$ cat config.mk
export PLATFORM = sky130hd
export DESIGN_NAME = nes_poll_sequencer
export DESIGN_NICKNAME = d
export VERILOG_FILES = /design/src/rtl/nes_poll_sequencer.sv
export SDC_FILE = /design/constraint.sdc
export NUM_CORES = 1
export LEC_CHECK = 0
export BUFFER_PORTS_ARGS = -buffer_cell sky130_fd_sc_hd__buf_2
export CORE_MARGIN = 5
export CORE_UTILIZATION = 40
export DETAILED_ROUTE_END_ITERATION = 10
export PLACE_DENSITY_LB_ADDON = 0.1
export SETUP_SLACK_MARGIN = 0.1
export SLEW_MARGIN = 20
export SYNTH_ARGS = -nofsm -noshare
export SYNTH_HDL_FRONTEND = slang
export SYNTH_SLANG_ARGS = --single-unit
export TNS_END_PERCENT = 100
$ cat constraint.sdc
create_clock -name clk -period 2.25 [get_ports clk]
set_input_delay 0.45 -clock clk [delete_from_list [all_inputs] [get_ports clk]]
set_output_delay 0.45 -clock clk [all_outputs]
set_load 0.01 [all_outputs]
$ cat src/rtl/nes_poll_sequencer.sv
// NES/SNES controller poll sequencer: latch, shift pulses, parallel capture.
// Define NES_MATCH_EN to update buttons only on two identical frames.
module nes_poll_sequencer #(
  parameter int NUM_CH      = 2,
  parameter int NUM_BITS    = 8,
  parameter int TICK_DIV    = 1,
  parameter int LATCH_TICKS = 2,
  parameter int PULSE_TICKS = 1,
  parameter int POLL_TICKS  = 1000
) (
  input  logic                       clk,
  input  logic                       reset,
  input  logic                       enable,
  input  logic [NUM_CH-1:0]          nes_data,
  output logic                       nes_latch,
  output logic                       nes_pulse,
  output logic [NUM_CH*NUM_BITS-1:0] buttons,
  output logic                       valid,
  output logic                       busy
);

  localparam int W    = NUM_CH * NUM_BITS;
  localparam int PW   = (TICK_DIV > 1) ? $clog2(TICK_DIV) : 1;
  localparam int SLOT = 2 * PULSE_TICKS;
  localparam int TMAX = (LATCH_TICKS > SLOT) ? LATCH_TICKS : SLOT;
  localparam int TW   = $clog2(TMAX + 1);
  localparam int BW   = $clog2(NUM_BITS);
  localparam int CW   = $clog2(POLL_TICKS + 1);

  typedef enum logic [1:0] {
    S_IDLE,
    S_LATCH,
    S_SHIFT,
    S_DONE
  } state_t;

  state_t         r_state;
  state_t         w_state_nxt;
  logic [PW-1:0]  r_pre;
  logic [TW-1:0]  r_tcnt;
  logic [TW-1:0]  w_tcnt_nxt;
  logic [BW-1:0]  r_bit;
  logic [BW-1:0]  w_bit_nxt;
  logic [CW-1:0]  r_poll;
  logic [W-1:0]   r_shift;
  logic [W-1:0]   w_shift_nxt;
  logic [W-1:0]   r_buttons;
  logic           w_tick;
  logic           w_due;
  logic           w_start;
  logic           w_sample;
  logic [BW-1:0]  w_sidx;
  logic           w_load;

  assign w_tick  = (r_pre == PW'(TICK_DIV - 1));
  assign w_due   = (r_poll >= CW'(POLL_TICKS - 1));
  assign w_start = (r_state == S_IDLE) && w_tick && enable && w_due;
  assign w_load  = (r_state == S_SHIFT) && (w_state_nxt == S_DONE);

  always_ff @(posedge clk) begin
    if (!reset) begin
      r_pre <= '0;
    end else if (w_tick) begin
      r_pre <= '0;
    end else begin
      r_pre <= r_pre + 1'b1;
    end
  end

  // Reset value is the saturated count so the first frame is due at once.
  always_ff @(posedge clk) begin
    if (!reset) begin
      r_poll <= CW'(POLL_TICKS);
    end else if (w_start) begin
      r_poll <= '0;
    end else if (w_tick && (r_poll != CW'(POLL_TICKS))) begin
      r_poll <= r_poll + 1'b1;
    end
  end

  always_comb begin
    w_state_nxt = r_state;
    w_tcnt_nxt  = r_tcnt;
    w_bit_nxt   = r_bit;
    w_sample    = 1'b0;
    w_sidx      = '0;
    unique case (r_state)
      S_IDLE: begin
        if (w_start) begin
          w_state_nxt = S_LATCH;
          w_tcnt_nxt  = '0;
          w_bit_nxt   = '0;
        end
      end
      S_LATCH: begin
        if (w_tick) begin
          if (r_tcnt == TW'(LATCH_TICKS - 1)) begin
            w_sample    = 1'b1;
            w_sidx      = '0;
            w_state_nxt = S_SHIFT;
            w_tcnt_nxt  = '0;
            w_bit_nxt   = BW'(1);
          end else begin
            w_tcnt_nxt = r_tcnt + 1'b1;
          end
        end
      end
      S_SHIFT: begin
        if (w_tick) begin
          if (r_tcnt == TW'(SLOT - 1)) begin
            w_sample   = 1'b1;
            w_sidx     = r_bit;
            w_tcnt_nxt = '0;
            if (r_bit == BW'(NUM_BITS - 1)) begin
              w_state_nxt = S_DONE;
            end else begin
              w_bit_nxt = r_bit + 1'b1;
            end
          end else begin
            w_tcnt_nxt = r_tcnt + 1'b1;
          end
        end
      end
      S_DONE: begin
        w_state_nxt = S_IDLE;
        w_tcnt_nxt  = '0;
        w_bit_nxt   = '0;
      end
      default: begin
        w_state_nxt = S_IDLE;
      end
    endcase
  end

  always_ff @(posedge clk) begin
    if (!reset) begin
      r_state <= S_IDLE;
      r_tcnt  <= '0;
      r_bit   <= '0;
    end else begin
      r_state <= w_state_nxt;
      r_tcnt  <= w_tcnt_nxt;
      r_bit   <= w_bit_nxt;
    end
  end

  // Lines are active-low; store 1 = pressed.
  always_comb begin
    w_shift_nxt = r_shift;
    if (w_sample) begin
      for (int c = 0; c < NUM_CH; c++) begin
        w_shift_nxt[c*NUM_BITS + int'(w_sidx)] = ~nes_data[c];
      end
    end
  end

  always_ff @(posedge clk) begin
    if (!reset) begin
      r_shift <= '0;
    end else begin
      r_shift <= w_shift_nxt;
    end
  end

`ifdef NES_MATCH_EN
  logic [W-1:0] r_prev;
  logic [W-1:0] w_btn_nxt;

  always_comb begin
    w_btn_nxt = r_buttons;
    for (int c = 0; c < NUM_CH; c++) begin
      if (w_shift_nxt[c*NUM_BITS +: NUM_BITS] ==
          r_prev[c*NUM_BITS +: NUM_BITS]) begin
        w_btn_nxt[c*NUM_BITS +: NUM_BITS] =
          w_shift_nxt[c*NUM_BITS +: NUM_BITS];
      end
    end
  end

  always_ff @(posedge clk) begin
    if (!reset) begin
      r_buttons <= '0;
      r_prev    <= '0;
    end else if (w_load) begin
      r_buttons <= w_btn_nxt;
      r_prev    <= w_shift_nxt;
    end
  end
`else
  // Loaded on entry to DONE so buttons and valid appear together.
  always_ff @(posedge clk) begin
    if (!reset) begin
      r_buttons <= '0;
    end else if (w_load) begin
      r_buttons <= w_shift_nxt;
    end
  end
`endif

  assign nes_latch = (r_state == S_LATCH);
  assign nes_pulse = (r_state == S_SHIFT) && (r_tcnt < TW'(PULSE_TICKS));
  assign valid     = (r_state == S_DONE);
  assign busy      = (r_state != S_IDLE);
  assign buttons   = r_buttons;

endmodule

# Word level (Yosys, flattened, before mapping)
# Index checks and enable logic that the tools add are counted.
dict set report classes {
  addsub 5
  mul 0
  div_mod_pow 0
  magnitude_cmp 6
  n_eq_ne 14
  shift 0
  n_mux 33
  bitwise 4
  reduce_logical 16
}
# operator n
set ops {}
lappend ops {{16-bit bitwise mux} 2}
lappend ops {{3-bit 2-to-1 mux} 9}
lappend ops {{10-bit 2-to-1 mux} 2}
lappend ops {{2-bit 2-to-1 mux} 9}
lappend ops {{16-bit 2-to-1 mux} 1}
lappend ops {{3-bit case mux with 4 select lines} 1}
lappend ops {{10-bit by 1-bit adder with 10-bit output, second input constant} 1}
lappend ops {{10-bit greater-or-equal comparator, second input constant} 1}
lappend ops {{10-bit != test, second input constant} 1}
lappend ops {{2-bit != test, second input constant} 5}
lappend ops {{1-bit logical AND} 8}
lappend ops {{2-bit case mux with 4 select lines} 1}
lappend ops {{2-bit == test, second input constant} 3}
lappend ops {{2-bit case mux with 3 select lines} 1}
lappend ops {{6-bit AND reduction} 1}
lappend ops {{4-bit by 3-bit adder with 5-bit output, first input constant} 1}
lappend ops {{5-bit by 1-bit greater-or-equal comparator with 1-bit output, second input constant} 1}
lappend ops {{3-bit by 5-bit < comparator with 1-bit output, second input constant} 1}
lappend ops {{5-bit < comparator, second input constant} 1}
lappend ops {{1-bit 2-to-1 mux} 5}
lappend ops {{1-bit demux with 4-bit select} 1}
lappend ops {{2-bit by 1-bit == test with 1-bit output, second input constant} 2}
lappend ops {{2-bit by 1-bit != test with 1-bit output, second input constant} 2}
lappend ops {{1-bit inverter} 4}
lappend ops {{other kinds (11)} 14}
dict set report word_totals {
  regBits 50
  latchBits 0
  ram_bits 0
  romBits 0
  out_inout_bits 20
  memories 0
}

# Logic depth before layout (Yosys ltp)
# Gate-level depths: netlist (run 1).
dict set report depth {
  ltp_word 11
  ltp_mapped 9
  depth_no_buf 6
}

# Least setup slack after synthesis (run 1)
# OpenSTA, ideal clock, no wires.
dict set report synth_path {
  kind {register to register}
  from {register r_state[0]}
  to {register r_buttons[0] (netlist: buttons[0])}
  setup_time_ps 121
  arrival_ps 1950
  required_ps 2129
  setup_slack_ps 178
  stages_incl_launch_ff 9
  path_buffers 2
  period_less_slack_ps 2072
  cell_sequence {dfxtp_1 > inv_1 > ha_1 > nor4b_1 > o22ai_1 > a211o_1 > buf_6 > buf_6 > mux2_4}
}
dict set report synth_via {
  elab_chain_len 9
  elab_cells_between_ends 33
  classes_between {add/sub: 1; order compare: 4; eq/ne: 4; mux: 16; reduce/logical: 8}
}
# element line_no
set synth_lines {}
lappend synth_lines {{start: declaration} 37} ;# state_t r_state;
lappend synth_lines {{start signal: assignment} 141} ;# r_state <= w_state_nxt;
lappend synth_lines {{2-bit == test} {58, 87}}
lappend synth_lines {{3-bit 2-to-1 mux} n/a}
lappend synth_lines {{4-bit by 3-bit adder with 5-bit output (tied with other cells)} 152} ;# w_shift_nxt[c*NUM_BITS + int'(w_sidx)] = ~nes_data[c];
lappend synth_lines {{5-bit by 1-bit greater-or-equal comparator with 1-bit output (not written as such) (tied with other cells)} 152}
lappend synth_lines {{1-bit logical AND (not written as such) or 1-bit 2-to-1 mux (tied branches)} 152}
lappend synth_lines {{1-bit 2-to-1 mux (not written as such) or 1-bit demux with 3-bit select (tied branches)} 152}
lappend synth_lines {{1-bit demux with 4-bit select or 16-bit bitwise mux (tied branches)} 152}
lappend synth_lines {{16-bit bitwise mux} 152}
lappend synth_lines {{16-bit 2-to-1 mux} 150} ;# if (w_sample) begin
lappend synth_lines {{end signal: assignment} 195} ;# r_buttons <= w_shift_nxt;
lappend synth_lines {{end: declaration} 47} ;# logic [W-1:0] r_buttons;
# Several ways; a longest one is shown, not always the timed one.
# A chain may end at the register's enable or synchronous reset.

# Worst setup path in the final report (run 1)
dict set report layout_path {
  from {register r_bit[0]}
  to {register r_buttons[3] (netlist: buttons[3])}
}
dict set report layout_via {
  elab_chain_len 10
  elab_cells_between_ends 24
  classes_between {add/sub: 1; order compare: 4; eq/ne: 2; mux: 14; reduce/logical: 3}
}
# element line_no
set layout_lines {}
lappend layout_lines {{start: declaration} 42} ;# logic [BW-1:0] r_bit;
lappend layout_lines {{start signal: assignment} 143} ;# r_bit <= w_bit_nxt;
lappend layout_lines {{3-bit 2-to-1 mux} 110} ;# if (r_tcnt == TW'(SLOT - 1)) begin
lappend layout_lines {{3-bit 2-to-1 mux} 109} ;# if (w_tick) begin
lappend layout_lines {{3-bit 2-to-1 mux} n/a}
lappend layout_lines {{4-bit by 3-bit adder with 5-bit output (tied with other cells)} 152}
lappend layout_lines {{5-bit by 1-bit greater-or-equal comparator with 1-bit output (not written as such) (tied with other cells)} 152}
lappend layout_lines {{1-bit logical AND (not written as such) or 1-bit 2-to-1 mux (tied branches)} 152}
lappend layout_lines {{1-bit 2-to-1 mux (not written as such) or 1-bit demux with 3-bit select (tied branches)} 152}
lappend layout_lines {{1-bit demux with 4-bit select or 16-bit bitwise mux (tied branches)} 152}
lappend layout_lines {{16-bit bitwise mux} 152}
lappend layout_lines {{16-bit 2-to-1 mux} 150}
# Several ways; a longest one is shown, not always the timed one.

==> Implementation_results.wiki, run 1 <==
{| class="wikitable"
! Metric !! Value
|-
| Cell count after synthesis || 244
|-
| Post-DR wirelength/cell || 14.2 um
|-
| Worst hold path class || flip-flop to flip-flop
|-
| Cell area after placement || about 0.0027 mm2
|-
| Yosys Warn Count || 0
|-
| Crit path setup slack, layout || about 0.23 ns
|-
| Cell area power density || 771 mW/mm2
|-
| Area fraction of the dominant cell type after synthesis || 0.408
|-
| Asr flop ratio synth || 0
|-
| Filler cells || around 590
|-
| Floorplan die area || roughly 0.0078 mm2
|-
| Final routed wirelength across all metal layers || slightly below 5 mm
|-
| Via count of the first global-routing pass || about 1700
|-
| Average vias per placed instance || between 5 and 6
|-
| First-pass GRT wire length || around 8.4 mm
|-
| Biggest area consumer among synthesized cells || sky130_fd_sc_hd__dfxtp_1
|-
| Highest net fanout along the worst path || 16
|-
| DRT antenna net count || 0
|-
| Clock Skews || approximately 0.0086 ns
|-
| Diode insertion count for antenna repair || 0
|-
| Required @ worst endpoint || between 2 and 2.5 ns
|-
| Total DRC errors in the routed layout || 0
|-
| Distinct cell type count after synthesis || 50
|-
| Maximum clock rate || approximately 490 MHz
|-
| Utilization after layout || 0.472
|-
| Final Net Count || 285
|-
| Reg clk slew, reported paths || roughly 0.09 ns
|-
| Final global-route overflow total || 0
|-
| Post-synthesis instance area || between 0.002 and 0.0025 mm2
|-
| Reg2reg setup slack || roughly 0.23 ns
|-
| Maximum number of pins on one net before global-route repair || 26
|-
| Router iterations before antenna repair || 4
|-
| Top-level port count || 25
|-
| Critical Path Start || r_bit[0]
|-
| Gpl congestion || about 0.83
|-
| Overall fraction of global-route tracks in use || 0.137
|-
| CTS tree || yes
|-
| Synthesis-stage register bit count || 50
|-
| Clock network latency to the later pin of the worst-skew pair || around 0.31 ns
|-
| Peak supply drop || roughly 0.40 mV
|-
| Final hold vios || 0
|-
| Data arrival time of the critical path || between 2 and 2.5 ns
|-
| Layout overhead on the synthesized area || 14.5%
|-
| Most frequently used flop master after synthesis || sky130_fd_sc_hd__dfxtp_1
|-
| Number of buffers created by CTS || 5
|-
| Number of input and output port buffers inserted || 24
|-
| Post CTS Setup Buffer Count || 0
|-
| Total Power || approximately 2.2 mW
|-
| Final period demand of the worst path || just over 2 ns
|-
| Die Wd || 88.3 um
|-
| Sequential area share after synthesis || 0.408
|-
| CTS max path bufs || 2
|-
| Worst Path Class, Setup || flip-flop to flip-flop
|-
| Synth Net Count || around 260
|-
| Result of the run || finished clean
|-
| Clk root buf || sky130_fd_sc_hd__clkbuf_8
|-
| Critical Path End Type || flip-flop
|-
| CORE AREA || 0.00596 mm2
|-
| Hold Slack || ~0.46 ns
|-
| Starting density of the core || 0.412
|-
| Crit path launch type || flip-flop
|-
| Static Leakage || 1.24 nW
|-
| Number of vias after detailed routing || between 1500 and 2000
|-
| Final cell area excluding filler cells || between 0.002 and 0.003 mm2
|-
| Post-synthesis area per instance || roughly 10 um2
|-
| Layout cells sized above 1 || 0.224
|-
| Number of rows in the core area || 28
|-
| 1st-iter DRT viols || 67
|-
| Placed insts || around 340
|-
| Htree depth || 2
|-
| Beginning of the worst register-to-register path || r_bit[0]
|-
| Number of flops mapped to enable cells by yosys || 0
|-
| Overall die height || slightly below 90 um
|-
| Count of clock tree sinks || 50
|-
| Top cells by area, synth || sky130_fd_sc_hd__dfxtp_1 (41%), sky130_fd_sc_hd__mux2i_1 (8.2%), sky130_fd_sc_hd__mux2_4 (6.1%)
|-
| Number of max-capacitance violations reported || 0
|-
| Place WS || 0.138 ns
|-
| Reg2reg end || buttons[3]
|-
| Number of antenna violations at the first check in global routing || 0
|-
| Final instance count without filler cells || ~350
|-
| Half-perimeter wire length of the detailed placement result || 3.48 mm
|-
| Reg2reg path depth || 7
|-
| Number of max-slew violations in the final report || 0
|-
| Critical path capture point || buttons[3]
|-
| Number of endpoints failing setup at the final stage || 0
|-
| Final-layout setup total negative slack || 0 ns
|-
| Final cycle utilization of the critical path || 0.899
|-
| Setup repair after global routing missed its margin || no
|}
[flip-flops by register name (all words and copies together), names as in the netlist]
register,cells
r_state,2
r_pre,1
r_tcnt,2
r_shift,16
r_bit,3
buttons,16
r_poll,10
[cells in the mapped netlist (all sizes together) (3+ instances only)]
| cell | number |
|---|---|
| buf | 9 |
| nand4 | 7 |
| xnor2 | 4 |
| and2 | 19 |
| clkbuf | 5 |
| inv | 9 |
| nor3 | 5 |
| dfxtp | 50 |
| mux2i | 20 |
| nor2 | 8 |
| a21oi | 3 |
| nor3b | 3 |
| mux2 | 16 |
| nand2 | 28 |
| o21ai | 7 |
| nand3 | 4 |
| ha | 9 |
| xor2 | 4 |
| nand2b | 4 |
[worst max-delay path, stage by stage, from the launching register on]
cell                      delay, ns
sky130_fd_sc_hd__dfxtp_1       0.38
sky130_fd_sc_hd__ha_1          0.23
sky130_fd_sc_hd__ha_1          0.22
sky130_fd_sc_hd__o22a_1        0.20
sky130_fd_sc_hd__o22ai_1       0.18
sky130_fd_sc_hd__a211o_1       0.19
sky130_fd_sc_hd__buf_12        0.19
sky130_fd_sc_hd__mux2_1        0.33
[cells in the final DEF (no fill, tap or decap), types with 2 or more instances in the layout]
| cell type | count |
|---|---|
| sky130_fd_sc_hd__o21ai_1 | 2 |
| sky130_fd_sc_hd__inv_1 | 9 |
| sky130_fd_sc_hd__a21oi_1 | 3 |
| sky130_fd_sc_hd__nor4bb_1 | 2 |
| sky130_fd_sc_hd__nand3_1 | 4 |
| sky130_fd_sc_hd__nand4b_1 | 2 |
| sky130_fd_sc_hd__nor3_1 | 4 |
| sky130_fd_sc_hd__mux2_4 | 10 |
| sky130_fd_sc_hd__and2_1 | 19 |
| sky130_fd_sc_hd__nor2_1 | 8 |
| sky130_fd_sc_hd__clkbuf_8 | 5 |
| sky130_fd_sc_hd__nand2b_1 | 4 |
| sky130_fd_sc_hd__buf_4 | 9 |
| sky130_fd_sc_hd__ha_1 | 8 |
| sky130_fd_sc_hd__nand4_1 | 7 |
| sky130_fd_sc_hd__nand2_1 | 28 |
| sky130_fd_sc_hd__xnor2_1 | 4 |
| sky130_fd_sc_hd__buf_2 | 24 |
| sky130_fd_sc_hd__nor2b_1 | 2 |
| sky130_fd_sc_hd__xor2_1 | 4 |
| sky130_fd_sc_hd__o22ai_1 | 2 |
| sky130_fd_sc_hd__mux2_1 | 6 |
| sky130_fd_sc_hd__nor4b_2 | 2 |
| sky130_fd_sc_hd__o21ai_0 | 5 |
| sky130_fd_sc_hd__dfxtp_1 | 49 |
| sky130_fd_sc_hd__mux2i_1 | 20 |
[per-layer routing]
layer  routed length, um  part of all wire  up-vias  GRT usage
met2                2160              0.44       17      0.196
met1                2600              0.53      822      0.205
met5                   0                 0        -          0
met3                 131             0.027        5     0.0279
li1                    -                 -      895          -
met4                  45            0.0091        0     0.0412
[area by class of cell]
cell class	count	area, um2	share of cell area
tap	75	93.8	0.0334
inverter	9	33.8	0.0120
sequential	50	1000	0.357
multi-input combinational	171	1360	0.484
clock inverter	3	43.8	0.0156
clock buffer	5	68.8	0.0245
timing repair buffer	34	208	0.0739
[power breakdown]
part | internal (mW) | total [mW] | switching [mW]
Combinational | 0.227 | 0.509 | 0.282
Sequential | 0.935 | 1.00 | 0.0674
Clock | 0.334 | 0.654 | 0.320
[repair_timing]
action	4_1_cts	5_1_grt
resized for setup	0	5
endpoints found under the setup margin	0	17
hold buffers	0	0
hold endpoints to repair	0	0
[worst min-delay path by stage]
stage | startpoint | end | slack (ns) | cells after the start
2_1_floorplan | r_shift[3] | r_shift[3] | 0.43 | 2
6_report | r_shift[7] | r_shift[7] | 0.46 | 2
4_1_cts | r_shift[3] | r_shift[3] | 0.47 | 2
3_5_place_dp | r_shift[8] | r_shift[8] | 0.46 | 2
5_1_grt | r_shift[3] | r_shift[3] | 0.49 | 2
3_3_place_gp | r_shift[5] | r_shift[5] | 0.45 | 2
[cells by family after synthesis]
group	count (synthesis)	synth area share
buffers and inverters	23	0.0464
AND/OR/NAND/NOR	91	0.217
flip-flops	50	0.408
AO/OA/AOI/OAI	26	0.0826
other	1	0.00153
XOR/XNOR	8	0.0286
multiplexers	36	0.170
adder cells (fa/ha/maj)	9	0.0459
Note: power is estimated with default switching activity, not from simulation.
==> run 2: changes to the inputs <==
--- a/config.mk
+++ b/config.mk
@@ -9,7 +9,7 @@
 export CORE_MARGIN = 5
 export CORE_UTILIZATION = 40
 export DETAILED_ROUTE_END_ITERATION = 10
-export PLACE_DENSITY_LB_ADDON = 0.1
+export PLACE_DENSITY = 0.6
 export SETUP_SLACK_MARGIN = 0.1
 export SLEW_MARGIN = 20
 export SYNTH_ARGS = -nofsm -noshare
==> run 2 against run 1 <==
Non-clock buffer count decreased by 2. Combinational power barely moved. Highest routed layer unchanged. Count of clock-buffer cells in the layout is the same. Largest power group unchanged. Hold slack got worse by 0.0017 ns. Clock power decreased by 15%. Sequential share of layout area increased by 0.30 points. Global-route usage shrank 0.48 points. Utilization down 0.40 points. Clock skew increased by 0.0029 ns.
==> Implementation_results.wiki, run 2 (synthesized netlist as in run 1, its figures left out) <==
{| class="wikitable"
! Metric !! Value
|-
| Most frequent cells in the layout || sky130_fd_sc_hd__dfxtp_1 (49), sky130_fd_sc_hd__nand2_1 (28), sky130_fd_sc_hd__buf_2 (24), sky130_fd_sc_hd__mux2i_1 (20), sky130_fd_sc_hd__and2_1 (19)
|-
| Clock Skews || 0.0114 ns (+0.00286 ns)
|-
| Maximum number of pins on one net before global-route repair || 41 (+58%)
|-
| First-pass GRT wire length || 8.25 mm (-1.4%)
|-
| Maximum clock rate || 500 MHz (+1.1%)
|-
| Htree depth || 2 (unchanged)
|-
| Count of hold-fix buffers inserted at cts || 0 (unchanged)
|-
| 1st-iter DRT viols || 64 (-4.5%)
|-
| Most common cell after layout, fill and taps aside || sky130_fd_sc_hd__dfxtp_1
|-
| Post-CTS resize count || 0 (unchanged)
|-
| Setup repair after global routing missed its margin || no
|-
| CORE AREA || 0.00596 mm2 (unchanged)
|-
| Floorplan die area || 0.00780 mm2 (unchanged)
|-
| Data arrival time of the critical path || 2.20 ns (-0.02 ns)
|-
| Cell occurring most often along the worst timing path || sky130_fd_sc_hd__ha_1
|-
| Peak supply drop || 0.346 mV (-13%)
|-
| Worst max-slew margin expressed relative to the limit || 0.621
|-
| Crit path launch type || flip-flop
|-
| Count of buffer and inverter cells on the critical path || 1 (unchanged)
|-
| Number of max-capacitance violations reported || 0 (unchanged)
|-
| Top-level port count || 25 (unchanged)
|-
| Result of the run || finished clean
|-
| Largest stage delay on the critical path || 0.44 ns (+0.06 ns)
|-
| Number of max-slew violations in the final report || 0 (unchanged)
|-
| Final global-route overflow total || 0 (unchanged)
|-
| Number of rows in the core area || 28 (unchanged)
|-
| Reg clk slew, reported paths || 0.10 ns (about the same)
|-
| Place WS || 0.132 ns (-0.00596 ns)
|-
| Via count of the first global-routing pass || 1761 (+4.8%)
|-
| Slowest cell on crit path || sky130_fd_sc_hd__dfxtp_1
|-
| Final Net Count || 283 (-0.70%)
|-
| Average vias per placed instance || 5.03 (+0.41%)
|-
| Number of vias after detailed routing || 1736 (-0.17%)
|-
| Pin slew with the least headroom to its limit || between 0.5 and 0.6 ns
|-
| Critical Path End Type || flip-flop
|-
| Final period demand of the worst path || 2.00 ns (-0.0221 ns)
|-
| Overall fraction of global-route tracks in use || 0.132 (-0.00482)
|-
| Worst path cell trace || ha_1 > ha_1 > and2_1 > a32oi_1 > a211o_1 > buf_12 > mux2_1
|-
| CTS max path bufs || 2 (unchanged)
|-
| Number of input and output port buffers inserted || 24 (unchanged)
|-
| Post-DR wirelength/cell || 13.7 um (-3.5%)
|-
| Starting density of the core || 0.412 (unchanged)
|-
| Utilization after layout || 0.468 (-0.00399)
|-
| Highest net fanout along the worst path || 16 (unchanged)
|-
| Worst hold path class || flip-flop to flip-flop
|-
| Final-layout setup total negative slack || 0 ns (unchanged)
|-
| Count of clock tree sinks || 50 (unchanged)
|-
| Cell area power density || 742 mW/mm2 (-3.7%)
|-
| Clk root buf || sky130_fd_sc_hd__clkbuf_8
|-
| Total DRC errors in the routed layout || 0 (unchanged)
|-
| Overall die height || 88.3 um (unchanged)
|-
| Half-perimeter wire length of the detailed placement result || 3.42 mm (-1.6%)
|-
| Diode insertion count for antenna repair || 0 (unchanged)
|-
| DRT antenna net count || 0 (unchanged)
|-
| Layout overhead on the synthesized area || 13.5%
|-
| Final cycle utilization of the critical path || 0.890 (-0.00983)
|-
| Final hold vios || 0 (unchanged)
|-
| Static Leakage || 1.22 nW (-1.4%)
|-
| Final routed wirelength across all metal layers || 4.74 mm (-4.0%)
|-
| CTS tree || yes
|-
| Layout cells sized above 1 || 0.222 (-0.00204)
|-
| Router iterations before antenna repair || 4 (unchanged)
|-
| Post CTS Setup Buffer Count || 0 (unchanged)
|-
| Number of antenna violations at the first check in global routing || 0 (unchanged)
|-
| Number of endpoints failing setup at the final stage || 0 (unchanged)
|-
| Cell area after placement || 0.00266 mm2 (-0.56%)
|-
| Kind of cell with the highest combined delay on the critical path || flip-flops
|-
| Final cell area excluding filler cells || 0.00279 mm2 (-0.85%)
|-
| Number of buffers created by CTS || 5 (unchanged)
|-
| Die Wd || 88.3 um (unchanged)
|-
| Worst Path Class, Setup || flip-flop to flip-flop
|-
| Required @ worst endpoint || 2.44 ns (about the same)
|-
| Gpl congestion || 0.792 (-4.2%)
|-
| Crit path setup slack, layout || 0.248 ns (+0.0221 ns)
|-
| Clock network latency to the later pin of the worst-skew pair || 0.31 ns (about the same)
|}
## run 2: cell types whose count changed in the layout (fill, tap and decap cells not counted)
| cell | change |
|---|---|
| sky130_fd_sc_hd__buf_4 | -2 |
| sky130_fd_sc_hd__clkinv_4 | +2 |
| sky130_fd_sc_hd__bufinv_16 | -1 |
| sky130_fd_sc_hd__clkinv_2 | -1 |
| sky130_fd_sc_hd__inv_6 | -1 |
| sky130_fd_sc_hd__inv_8 | +1 |
| sky130_fd_sc_hd__nor4bb_1 | -1 |
| sky130_fd_sc_hd__nor4bb_2 | +1 |
## run 2: through the flow
stage               power, mW  std cells  hold WS [ns]
floorplan                1.39        244         0.434
global placement         1.52        337         0.450
detailed placement       1.53        337         0.452
CTS                      2.08        345         0.466
global route             2.19        345         0.500
finish                   2.07        345         0.462
## run 2: report_power, final
group	switching, mW	total (mW)	leakage [nW]	internal (mW)
combinational	0.284	0.512	0.767	0.228
clock	0.324	0.555	0.0502	0.231
sequential	0.0662	1.00	0.405	0.935
total	0.674	2.07	1.22	1.39
## run 2: final cells by class
type	count	area, um2
sequential	50	1000
tap	75	93.8
clock buffer	5	68.8
clock inverter	3	28.8
inverter	9	33.8
timing repair buffer	32	193
fill	584	3170
multi-input combinational	171	1370
## run 2: routing by layer
metal  GRT usage  vias to the layer above  part of all wire
li1            -                      893                 -
met1       0.169                      821              0.49
met2       0.220                       16              0.47
met3      0.0317                        6             0.020
met4      0.0412                        0             0.016
met5           0                        -                 0
## run 2: worst paths after layout
kind,start,to,slack (ns),depth (start not counted)
setup / recovery,r_bit[1],buttons[4],0.25,7
hold / removal,r_shift[3],r_shift[3],0.46,2
hold reg to reg,r_shift[3],r_shift[3],0.46,2
setup reg to reg,r_bit[1],buttons[4],0.25,7
## run 2: worst min-delay path: cells and delay by family (launching register included)
kind,cells,cell delay [ns]
flops,1,0.31
mux,1,0.06
simple gates,1,0.04
==> run 3: changes to the inputs <==
--- a/config.mk
+++ b/config.mk
@@ -10,6 +10,7 @@
 export CORE_UTILIZATION = 40
 export DETAILED_ROUTE_END_ITERATION = 10
 export PLACE_DENSITY = 0.6
+export RECOVER_POWER = 25
 export SETUP_SLACK_MARGIN = 0.1
 export SLEW_MARGIN = 20
 export SYNTH_ARGS = -nofsm -noshare
==> run 3 against run 2 <==
Via count grew 0.40%. Clock power about the same. Register-to-register slack is essentially flat. Critical path depth did not move. Total power shrank 0.44%. Cell area down 0.85%. Maximum frequency hardly changed. Hold slack did not move. Wire length about the same. Sequential cell count stayed put. Combinational power shrank 2%.
==> Implementation_results.wiki, run 3 (synthesized netlist as in run 1, its figures left out) <==
{| class="wikitable"
! Metric !! Value
|-
| Number of max-capacitance violations reported || 0 (unchanged)
|-
| Number of max-slew violations in the final report || 0 (unchanged)
|-
| Diode insertion count for antenna repair || 0 (unchanged)
|-
| DRT antenna net count || 0 (unchanged)
|-
| CTS tree || yes
|-
| Htree depth || 2 (unchanged)
|-
| Clock network latency to the later pin of the worst-skew pair || 0.31 ns (about the same)
|-
| Setup repair after global routing missed its margin || no
|-
| Via count of the first global-routing pass || 1761 (unchanged)
|-
| Most common cell after layout, fill and taps aside || sky130_fd_sc_hd__dfxtp_1
|-
| Number of vias after detailed routing || 1743 (+0.40%)
|-
| Post CTS Setup Buffer Count || 0 (unchanged)
|-
| Post-CTS resize count || 0 (unchanged)
|-
| Final instance count without filler cells || 345 (unchanged)
|-
| Count of hold-fix buffers inserted at cts || 0 (unchanged)
|-
| CTS max path bufs || 2 (unchanged)
|-
| Post-DR wirelength/cell || 13.7 um (about the same)
|-
| Overall die height || 88.3 um (unchanged)
|-
| Layout cells sized above 1 || 0.159 (-0.0630)
|-
| Cell occurring most often along the worst timing path || sky130_fd_sc_hd__ha_1
|-
| Worst path cell trace || ha_1 > ha_1 > and2_1 > a32oi_1 > a211o_1 > buf_12 > mux2_1
|-
| Number of endpoints failing setup at the final stage || 0 (unchanged)
|-
| Cell area power density || 746 mW/mm2 (+0.41%)
|-
| Critical Path End Type || flip-flop
|-
| Half-perimeter wire length of the detailed placement result || 3.42 mm (unchanged)
|-
| Final global-route overflow total || 0 (unchanged)
|-
| Filler cells || 592 (+1.4%)
|-
| Count of clock tree sinks || 50 (unchanged)
|-
| Largest stage delay on the critical path || 0.44 ns (about the same)
|-
| Number of antenna violations at the first check in global routing || 0 (unchanged)
|-
| Highest net fanout along the worst path || 16 (unchanged)
|-
| Peak supply drop || 0.341 mV (-1.2%)
|-
| CORE AREA || 0.00596 mm2 (unchanged)
|-
| Clock Skews || 0.0114 ns (-0.0000207 ns)
|-
| Final Net Count || 283 (unchanged)
|-
| Reg clk slew, reported paths || 0.10 ns (about the same)
|-
| Placed insts || 337 (unchanged)
|-
| Total DRC errors in the routed layout || 0 (unchanged)
|-
| Gpl congestion || 0.792 (unchanged)
|-
| Floorplan die area || 0.00780 mm2 (unchanged)
|-
| Maximum number of pins on one net before global-route repair || 41 (unchanged)
|-
| 1st-iter DRT viols || 62 (-3.1%)
|-
| Final period demand of the worst path || 2.00 ns (-0.0000230 ns)
|-
| Data arrival time of the critical path || 2.20 ns (about the same)
|-
| Final routed wirelength across all metal layers || 4.74 mm (about the same)
|-
| Number of buffers created by CTS || 5 (unchanged)
|-
| Most frequent cells in the layout || sky130_fd_sc_hd__dfxtp_1 (49), sky130_fd_sc_hd__nand2_1 (28), sky130_fd_sc_hd__mux2i_1 (20), sky130_fd_sc_hd__and2_1 (19), sky130_fd_sc_hd__clkbuf_1 (17)
|-
| Number of input and output port buffers inserted || 24 (unchanged)
|-
| Required @ worst endpoint || 2.44 ns (about the same)
|-
| Result of the run || finished clean
|-
| Final hold vios || 0 (unchanged)
|-
| Slowest cell on crit path || sky130_fd_sc_hd__dfxtp_1
|-
| Average vias per placed instance || 5.05 (+0.40%)
|-
| Worst hold path class || flip-flop to flip-flop
|-
| Layout overhead on the synthesized area || 12.5%
|-
| Pin slew with the least headroom to its limit || 0.567 ns (-0.000264 ns)
|-
| Worst max-slew margin expressed relative to the limit || 0.621 (about the same)
|-
| Reg2reg path depth || 7 (unchanged)
|-
| Static Leakage || 1.15 nW (-6.1%)
|-
| Crit path launch type || flip-flop
|-
| Router iterations before antenna repair || 4 (unchanged)
|-
| Top-level port count || 25 (unchanged)
|-
| Maximum clock rate || 500 MHz (about the same)
|-
| Final-layout setup total negative slack || 0 ns (unchanged)
|-
| Number of rows in the core area || 28 (unchanged)
|-
| Worst Path Class, Setup || flip-flop to flip-flop
|-
| Worst Hold Path Cells || 2 (unchanged)
|-
| Clk root buf || sky130_fd_sc_hd__clkbuf_8
|-
| Starting density of the core || 0.412 (unchanged)
|-
| Final cycle utilization of the critical path || 0.890 (about the same)
|-
| First-pass GRT wire length || 8.25 mm (unchanged)
|-
| Overall fraction of global-route tracks in use || 0.132 (unchanged)
|-
| Die Wd || 88.3 um (unchanged)
|}
==> run 3: path summary, 6_finish.rpt <==
path	startpoint	end	slack, ns
setup / recovery	r_bit[1]	buttons[4]	0.25
hold / removal	r_shift[3]	r_shift[3]	0.46
setup reg to reg	r_bit[1]	buttons[4]	0.25
hold reg to reg	r_shift[3]	r_shift[3]	0.46
==> run 3: power by group <==
part	leakage (nW)	switching, mW	internal, mW
clock network	0.0502	0.324	0.231
logic	0.692	0.282	0.221
registers	0.405	0.0661	0.935
==> run 3: routing by layer <==
metal,global-route usage,share of wire,wire length [um],vias up
li1,-,-,-,895
met1,0.169,0.49,2310,824
met2,0.220,0.47,2240,18
met3,0.0317,0.025,117,6
met4,0.0412,0.016,74,0
met5,0,0,0,-
==> run 3: stage by stage <==
step / worst slack, ns / util / area, um2 / hold slack [ns] / total power [mW]
2_1_floorplan: 0.178 / - / 2450 / 0.434 / 1.39
3_3_place_gp: 0.145 / 0.447 / 2660 / 0.450 / 1.52
3_5_place_dp: 0.132 / 0.447 / 2660 / 0.452 / 1.53
4_1_cts: 0.120 / 0.463 / 2760 / 0.466 / 2.08
5_1_grt: 0.132 / 0.464 / 2760 / 0.500 / 2.19
6_report: 0.248 / 0.464 / 2760 / 0.462 / 2.06
==> run 3: critical path, delay by kind of cell (launching register included) <==
family | cells | cell delay [ns]
AOI/OAI and AO/OA | 2 | 0.39
adders and majority gates | 2 | 0.40
buffers and inverters | 1 | 0.17
DFF | 1 | 0.44
muxes | 1 | 0.31
and+or+nand+nor | 1 | 0.19
==> run 3: area by class of cell <==
class	count	area [um2]	share of cell area
tap	75	93.8	0.0340
multi-input combinational	171	1370	0.494
timing repair buffer	32	169	0.0612
inverter	9	33.8	0.0122
sequential	50	1000	0.363
clock inverter	3	28.8	0.0104
clock buffer	5	68.8	0.0249
